**src/rtl/tie_release_seq.sv**
```systemverilog
`default_nettype none
// ============================================================================
// Module   : tie_release_seq
// Purpose  : Staged enable sequencer. Holds STAGES downstream enables at the
//            tie-off (low) level after reset. On a start pulse it releases them
//            one at a time, lowest bit first. Each release follows a
//            programmable delay, and the next stage waits for the released
//            stage to acknowledge. Abort returns every enable low. With the
//            optional ack timeout, a missing acknowledge also returns every
//            enable low.
// Ports    : clk          - system clock, rising edge
//            rst_n        - asynchronous active-low reset
//            start        - 1-cycle pulse, accepted only in IDLE
//            abort        - level, forces IDLE with all enables low
//            stage_delay  - delay per stage, sampled on an accepted start
//            stage_ack    - per-stage ready, bit i gates release of stage i+1
//            en_out       - sequenced enables (registered)
//            busy         - delaying or waiting for an ack (registered)
//            done         - all stages released and acked (registered)
//            fault        - ack timeout occurred (registered)
// Config   : SEQ_ACK_TIMEOUT_EN - when defined, a stage that is not acked
//            within ACK_TO+1 cycles drives the sequencer into FAULT. When it
//            is undefined, WAIT_ACK waits forever and fault is tied low.
// Revision : 1.0 - initial release
// ============================================================================
module tie_release_seq #(
  parameter int STAGES  = 4,
  parameter int DELAY_W = 8,
  parameter int ACK_TO  = 255
) (
  input  logic               clk,
  input  logic               rst_n,
  input  logic               start,
  input  logic               abort,
  input  logic [DELAY_W-1:0] stage_delay,
  input  logic [STAGES-1:0]  stage_ack,
  output logic [STAGES-1:0]  en_out,
  output logic               busy,
  output logic               done,
  output logic               fault
);

  localparam int IDX_W = (STAGES > 1) ? $clog2(STAGES) : 1;
  localparam logic [IDX_W-1:0] LAST_IDX = IDX_W'(STAGES - 1);

  typedef enum logic [2:0] {
    S_IDLE     = 3'd0,
    S_WAIT_DLY = 3'd1,
    S_WAIT_ACK = 3'd2,
    S_DONE     = 3'd3,
    S_FAULT    = 3'd4
  } state_t;

  state_t             state_q, state_d;
  logic [IDX_W-1:0]   idx_q, idx_d;
  logic [DELAY_W-1:0] cnt_q, cnt_d;
  logic [DELAY_W-1:0] dly_q, dly_d;
  logic [STAGES-1:0]  en_q, en_d;
  logic               busy_q, busy_d;
  logic               done_q, done_d;
`ifdef SEQ_ACK_TIMEOUT_EN
  localparam int ATO_W = (ACK_TO < 1) ? 1 : $clog2(ACK_TO + 1);
  logic [ATO_W-1:0]   ato_q, ato_d;
  logic               fault_q, fault_d;
`endif

  always_comb begin
    state_d = state_q;
    idx_d   = idx_q;
    cnt_d   = cnt_q;
    dly_d   = dly_q;
    en_d    = en_q;
`ifdef SEQ_ACK_TIMEOUT_EN
    ato_d   = ato_q;
`endif

    unique case (state_q)
      S_IDLE: begin
        if (start) begin
          // A zero delay behaves as one, so the counter never starts at zero.
          dly_d   = (stage_delay == '0) ? DELAY_W'(1) : stage_delay;
          cnt_d   = (stage_delay == '0) ? DELAY_W'(1) : stage_delay;
          idx_d   = '0;
          state_d = S_WAIT_DLY;
        end
      end

      S_WAIT_DLY: begin
        // The count starts at one or more, and this state is left when it
        // reaches one, so it never underflows.
        if (cnt_q == DELAY_W'(1)) begin
          en_d[idx_q] = 1'b1;
`ifdef SEQ_ACK_TIMEOUT_EN
          ato_d       = ATO_W'(ACK_TO);
`endif
          state_d     = S_WAIT_ACK;
        end else begin
          cnt_d = cnt_q - DELAY_W'(1);
        end
      end

      S_WAIT_ACK: begin
        // Only the ack of the stage just released counts. An ack that
        // arrives in the same cycle the timer expires still wins.
        if (stage_ack[idx_q]) begin
          if (idx_q == LAST_IDX) begin
            state_d = S_DONE;
          end else begin
            idx_d   = idx_q + IDX_W'(1);
            cnt_d   = dly_q;
            state_d = S_WAIT_DLY;
          end
        end
`ifdef SEQ_ACK_TIMEOUT_EN
        else if (ato_q == '0) begin
          en_d    = '0;
          state_d = S_FAULT;
        end else begin
          ato_d = ato_q - ATO_W'(1);
        end
`endif
      end

      S_DONE:  ;
      S_FAULT: ;
      default: begin
        en_d    = '0;
        state_d = S_IDLE;
      end
    endcase

    // Abort overrides start, ack and timeout in the same cycle.
    if (abort) begin
      state_d = S_IDLE;
      en_d    = '0;
      idx_d   = '0;
      cnt_d   = '0;
`ifdef SEQ_ACK_TIMEOUT_EN
      ato_d   = '0;
`endif
    end
  end

  // The status flags are decoded from the next state, so they are registered
  // in the same cycle as the state they describe.
  always_comb begin
    busy_d  = (state_d == S_WAIT_DLY) || (state_d == S_WAIT_ACK);
    done_d  = (state_d == S_DONE);
`ifdef SEQ_ACK_TIMEOUT_EN
    fault_d = (state_d == S_FAULT);
`endif
  end

  always_ff @(posedge clk or negedge rst_n) begin
    if (!rst_n) begin
      state_q <= S_IDLE;
      idx_q   <= '0;
      cnt_q   <= '0;
      dly_q   <= '0;
      en_q    <= '0;
      busy_q  <= 1'b0;
      done_q  <= 1'b0;
`ifdef SEQ_ACK_TIMEOUT_EN
      ato_q   <= '0;
      fault_q <= 1'b0;
`endif
    end else begin
      state_q <= state_d;
      idx_q   <= idx_d;
      cnt_q   <= cnt_d;
      dly_q   <= dly_d;
      en_q    <= en_d;
      busy_q  <= busy_d;
      done_q  <= done_d;
`ifdef SEQ_ACK_TIMEOUT_EN
      ato_q   <= ato_d;
      fault_q <= fault_d;
`endif
    end
  end

  assign en_out = en_q;
  assign busy   = busy_q;
  assign done   = done_q;
`ifdef SEQ_ACK_TIMEOUT_EN
  assign fault  = fault_q;
`else
  assign fault  = 1'b0;
`endif

endmodule
`default_nettype wire

```
**config.mk**
```make
export PLATFORM = sky130hd
export DESIGN_NAME = tie_release_seq
export DESIGN_NICKNAME = d
export VERILOG_FILES = /design/src/rtl/tie_release_seq.sv
export SDC_FILE = /design/constraint.sdc
export NUM_CORES = 1
export LEC_CHECK = 0
export ABC_AREA = 0
export CAP_MARGIN = 5
export CORE_MARGIN = 4
export CORE_UTILIZATION = 53
export CTS_CLUSTER_DIAMETER = 100
export DETAILED_ROUTE_END_ITERATION = 12
export PLACE_DENSITY = 0.78
export RECOVER_POWER = 100
export SYNTH_ARGS = -nofsm -noshare
export SYNTH_HDL_FRONTEND = slang
export SYNTH_SLANG_ARGS = --single-unit
```
**constraint.sdc**
```tcl
create_clock -name clk -period 2.7 [get_ports clk]
set_input_delay 0.54 -clock clk [delete_from_list [all_inputs] [get_ports clk]]
set_output_delay 0.54 -clock clk [all_outputs]
set_load 0.02 [all_outputs]
```
; ---- After elaboration in Yosys (flattened, before gate mapping)
; Index checks and enable logic that the tools add are counted.
[totals]
mem_count = 0
reg_bits = 27
latch_bits = 0
wordCells = 64
output_inout_bits = 7
input_bits = 16
mem_bits_rw = 0
rom_bits = 0
[classes]
reduce_logical = 12
n_div = 0
shift = 0
bitwise_logic = 1
eq_ne = 15
order_cmp = 2
add_sub_neg = 2
n_mul = 0
muxes = 25
[op_table]
columns = op, count
row1 = 2-to-1 mux 8 bit, 6
row2 = one-hot mux 8 bit (3 select lines), 1
row3 = inequality test 3 bit (second input constant), 5
row4 = == test 3 x 2 -> 1 bit (second input constant), 4
row5 = 2-to-1 mux 3 bit, 4
row6 = one-hot mux 3 bit (4 select lines), 1
row7 = 2-to-1 mux 2 bit, 5
row8 = == test 8 x 1 -> 1 bit (second input constant), 1
row9 = logical NOT 8 bit, 1
row10 = 2-to-1 mux 4 bit, 2
row11 = one-hot mux 4 bit (2 select lines), 1
row12 = subtractor 8 x 1 -> 8 bit (second input constant), 1
row13 = == test 3 x 1 -> 1 bit (second input constant), 2
row14 = AND reduction 5 bit, 1
row15 = OR 4 bit, 1
row16 = one-hot mux 2 bit (2 select lines), 1
row17 = AND reduction 2 bit, 2
row18 = AND reduction 4 bit, 1
row19 = nonzero test 4 bit, 1
row20 = OR reduction 4 bit, 1
row21 = == test 3 bit (second input constant), 1
row22 = logical NOT 3 bit, 1
row23 = less-than comparator 2 x 3 -> 1 bit (second input constant), 1
row24 = nonzero test 3 bit, 1
row25 = 10 further kinds, 11

; ---- Depth between registers and ports, before layout
[depth]
depth_word = 8
depth_mapped = 8
ltp_nobuf = 7

; ---- Worst setup path before layout
; Ideal clock, no wire load.
[synth_timing]
path_kind = register to register
startpoint = register idx_q[0]
endpoint = register cnt_q[3]
path_slack_ns = 0.764
arrival_time_ns = 1.804
path_buffers = 1
required_time_ns = 2.568
synth_period_minus_slack_ns = 1.936
setup_ns = 0.132
path_stages_with_launch = 7
cell_sequence = dfrtp_1 > mux4_1 > nor3b_1 > or4_4 > buf_6 > o311ai_1 > o21ai_1
[synth_via]
elab_chain_len = 4
elab_cells_between_ends = 6
classes_between = eq/ne: 3 / mux: 2 / reduce/logical: 1
[synth_rtl]
columns = item, line_no
row1 = from (decl), 55  ; logic [IDX_W-1:0] idx_q, idx_d;
row2 = from (signal assigned), 169  ; idx_q <= idx_d;
row3 = binary-select mux 1 bit (select 2 bit), 105  ; if (stage_ack[idx_q]) begin
row4 = 2-to-1 mux 1 bit (not written as such), 105
row5 = inequality test 3 bit (no source line), --
row6 = AND reduction 5 bit (no source line) *, --
row7 = to (signal assigned), 170  ; cnt_q <= cnt_d;
row8 = to (decl), 56  ; logic [DELAY_W-1:0] cnt_q, cnt_d;
; Every way passes the cells marked *; elsewhere a longest branch is shown, timed or not. The select of a mux whose other input is x is not followed.
; A chain may end at the register's enable or synchronous reset.

; ---- Worst setup path in the final report
[layout_timing]
startpoint = input stage_ack[1]
endpoint = register cnt_q[5]
[layout_via]
elab_chain_len = 4
[layout_rtl]
columns = item, line_no
row1 = from (decl), 36  ; input logic [STAGES-1:0] stage_ack,
row2 = binary-select mux 1 bit (select 2 bit), 105
row3 = 2-to-1 mux 1 bit (not written as such), 105
row4 = inequality test 3 bit (no source line), --
row5 = AND reduction 5 bit (no source line), --
; No other way between the ends. The select of a mux whose other input is x is not followed.

==> metrics.md <==
| Metric | Value |
|---|---|
| Final period util | `86.4%` |
| Reg clk slew, reported paths | `roughly 140 ps` |
| Nature of the critical path startpoint | `input port` |
| Synth Cell Area | `1580 µm²` |
| Synthesized flop and latch total | `27` |
| Max Fanout on Critical Path | `6` |
| Clock buffer depth | `2` |
| Final setup fails | `0` |
| Post-synthesis sequential area ratio | `around 43%` |
| Critical path's slowest cell | `nor4_1` |
| Grt total ovfl | `0` |
| Area growth from synthesis to layout | `12.1%` |
| Detailed Route WL | `3.43 mm` |
| Setup TNS | `0 ps` |
| VDD IR max | `346 µV` |
| Pwr Total | `0.000905 W` |
| Port Buffers | `21` |
| Buffer and inverter count on the worst path | `1` |
| Setup WS post-layout | `367 ps` |
| Peak Freq | `approximately 430 MHz` |
| Async S/R FF share, synth | `between 90% and 100%` |
| # clock sinks | `27` |
| CTS buffer count | `3` |
| Post-CTS Hold Buffers | `0` |
| Yosys top cell by area | `dfrtp_1` |
| Width of the die | `~63 µm` |
| Vias in the first global route | `1281` |
| Die height | `~63 µm` |
| Final ANT Viol Nets | `0` |
| Worst EP required | `2950 ps` |
| TritonCTS clock tree | `built` |
| Per-cell routed wire length | `between 15 and 20 µm` |
| First-pass GRT wire length | `6.29 mm` |
| Via count | `1289` |
| Clock tree root driver cell | `clkbuf_4` |
| Top-area cell type share of the netlist area | `42.8%` |
| Boundary Pins | `23` |
| RSZ-0062 raised after global routing | `false` |
| R2r setup slk | `about 400 ps` |
| Synth Warn # | `0` |
| CP Capture Type | `flip-flop` |
| Number of synthesized flops with an enable pin | `0` |
| Crit path kind | `in2reg` |
| Setup Fix Bufs, Post-CTS | `0` |
| Synth area leaders | `dfrtp_1 43%, mux2_2 5.7%, ha_1 4.8%, a221oi_1 3.9%, nor2_1 3.6%` |
| Row count | `19` |
| Core area | `approximately 2800 µm²` |
| DRT Pass-1 Iters | `4` |
| Placer congestion estimate | `0.870` |
| Post-Syn Instances | `152` |
| Initial Util | `56.2%` |
| Worst skew pair latency | `320 ps` |
| N_diodes | `0` |
| Largest net degree at the start of global routing | `28` |
| Crit path time final | `roughly 2300 ps` |
| Critical-path cell list | `clkdlybuf4s50_1 > mux4_1 > nor3b_1 > nor4_1 > nand3_1 > o21ai_0` |
| DR vias/cell | `6.45` |
| Initial antenna violation count | `0` |
| Syn nets | `roughly 170` |
| HP Class | `reg2reg` |
| Status | `complete, no violations` |
| Post-DP HPWL | `2.63 mm` |
| DRC viols | `0` |
| Share of layout cells above drive strength 1 | `8.88%` |
| Final clock skew | `slightly above 5 ps` |
| Endpoints failing hold | `0` |
| Slew headroom | `5.99%` |
| Crit-path leading delay family | `simple AND/OR/NAND/NOR gates` |
| Dpl ws | `~250 ps` |
| Syn_area_per_cell | `10.4 µm²` |
| Htree depth | `1` |
| Crit-path max cell delay | `a little under 700 ps` |
| # Max-Cap Violations | `0` |
| Die area | `3910 µm²` |
| Nets | `192` |
| Final Max Slew Viols | `0` |
| DR iter-0 viols | `slightly above 100` |
| Leakage | `0.749 nW` |
| Worst EP arrival | `2580 ps` |
| Power Density | `511 nW/µm²` |
| Post-synthesis cell type count | `46` |
| Total GRT Usage | `roughly a fifth` |
| Main flop type after synthesis | `dfrtp_1` |
| Fillers | `235` |
| Worst-Margin Slew | `1410 ps` |
| Post_cts resized | `0` |
-- registers in the layout, indices dropped and copies added, names as in the netlist --
register and count:
busy 1, done 1, cnt_q 8, dly_q 8, state_q 3, idx_q 2, en_out 4
-- kinds of logic (layout without fill, tap and decap cells) --
kind of cell	after synthesis	in the layout	share of synthesized area [%]
simple gates	48	48	18.5
compound gates	44	44	20.9
flops	27	27	42.8
buf+inv	16	33	4.84
mux	10	10	8.01
fa+ha+maj	6	6	4.76
other cells	1	1	0.238
-- report_power, final --
part	total, W	switching, W	internal [W]
Combinational	0.000246	0.000135	0.000111
Clock	0.000174	0.000116	0.0000579
Sequential	0.000485	0.0000380	0.000447
Total	0.000905	0.000288	0.000616
-- metrics by stage --
step / cells / cell area (µm²) / utilization [%] / hold slack, ps
after detailed placement: 196 / 1790 / 63.7 / 496
final: 200 / 1770 / 63.1 / 524
after CTS: 200 / 1810 / 64.7 / 528
after global placement: 196 / 1790 / 63.7 / 490
after floorplan: 152 / 1580 / - / 244
after global routing: 200 / 1770 / 63.1 / 551
-- worst reg2reg max path, cell delays in order (launching register included) --
cell       delay (ps)
dfrtp_1           470
or4_1             700
nor4b_1           420
nor4_1            180
a21oi_1           310
o2bb2ai_1         150
-- path summary, 6_finish.rpt --
kind                                 startpoint  depth (start not counted)                     to
max                                stage_ack[1]                          6   cnt_q[5]$_DFFE_PN0P_
min                        dly_q[7]$_DFFE_PN0P_                          1   dly_q[7]$_DFFE_PN0P_
max reg2reg                cnt_q[3]$_DFFE_PN0P_                          5   cnt_q[2]$_DFFE_PN0P_
min reg2reg                dly_q[7]$_DFFE_PN0P_                          1   dly_q[7]$_DFFE_PN0P_
max in group asynchronous                 rst_n                          2   dly_q[5]$_DFFE_PN0P_
min in group asynchronous                 rst_n                          2  en_out[2]$_DFFE_PN0P_
-- Yosys cell counts (2+ instances only) --
master,count
dfrtp_1,27
nor2_1,15
a21oi_1,9
mux2_2,8
a221oi_1,7
nor3_1,7
ha_1,6
inv_1,6
clkbuf_1,5
a22o_1,4
nand2b_1,4
nor4_1,4
o2bb2ai_1,4
o21ai_1,3
o311ai_1,3
or3_1,3
a22oi_1,2
buf_4,2
nand2_1,2
nor3b_1,2
o21ai_0,2
o22ai_1,2
or2_2,2
-- metal layers --
metal	vias up	global-route usage [%]	wire, µm
li1	611	-	-
met5	-	0	0
met4	0	6.61	52
met3	5	2.52	181
met2	51	29.8	1550
met1	622	28.7	1650
-- cells in the final DEF, fill, tap and decap left out, types with 2 or more instances in the layout --
master,n
dfrtp_1,27
nor2_1,15
clkdlybuf4s50_1,13
a21oi_1,9
mux2_2,8
dlygate4sd3_1,8
nor3_1,7
a221oi_1,7
inv_1,6
ha_1,6
nor4_1,5
o21ai_0,5
nand2b_1,4
o2bb2ai_1,4
a22o_1,4
or3_1,3
o311ai_1,3
clkbuf_4,3
clkbuf_1,3
or2_2,2
or4_1,2
nor3b_1,2
nor4b_1,2
nand2_1,2
a22oi_1,2
o22ai_1,2
-- cell type report --
type                    count  area, µm²  area share [%]
well taps                  31       38.8            2.19
repair buffers             23        218            12.3
multi-input cells         109        788            44.6
flip-flops and latches     27        676            38.2
clock buffers               4       26.3            1.49
inverters                   6       22.5            1.27
Note: power is estimated with default switching activity, not from simulation.
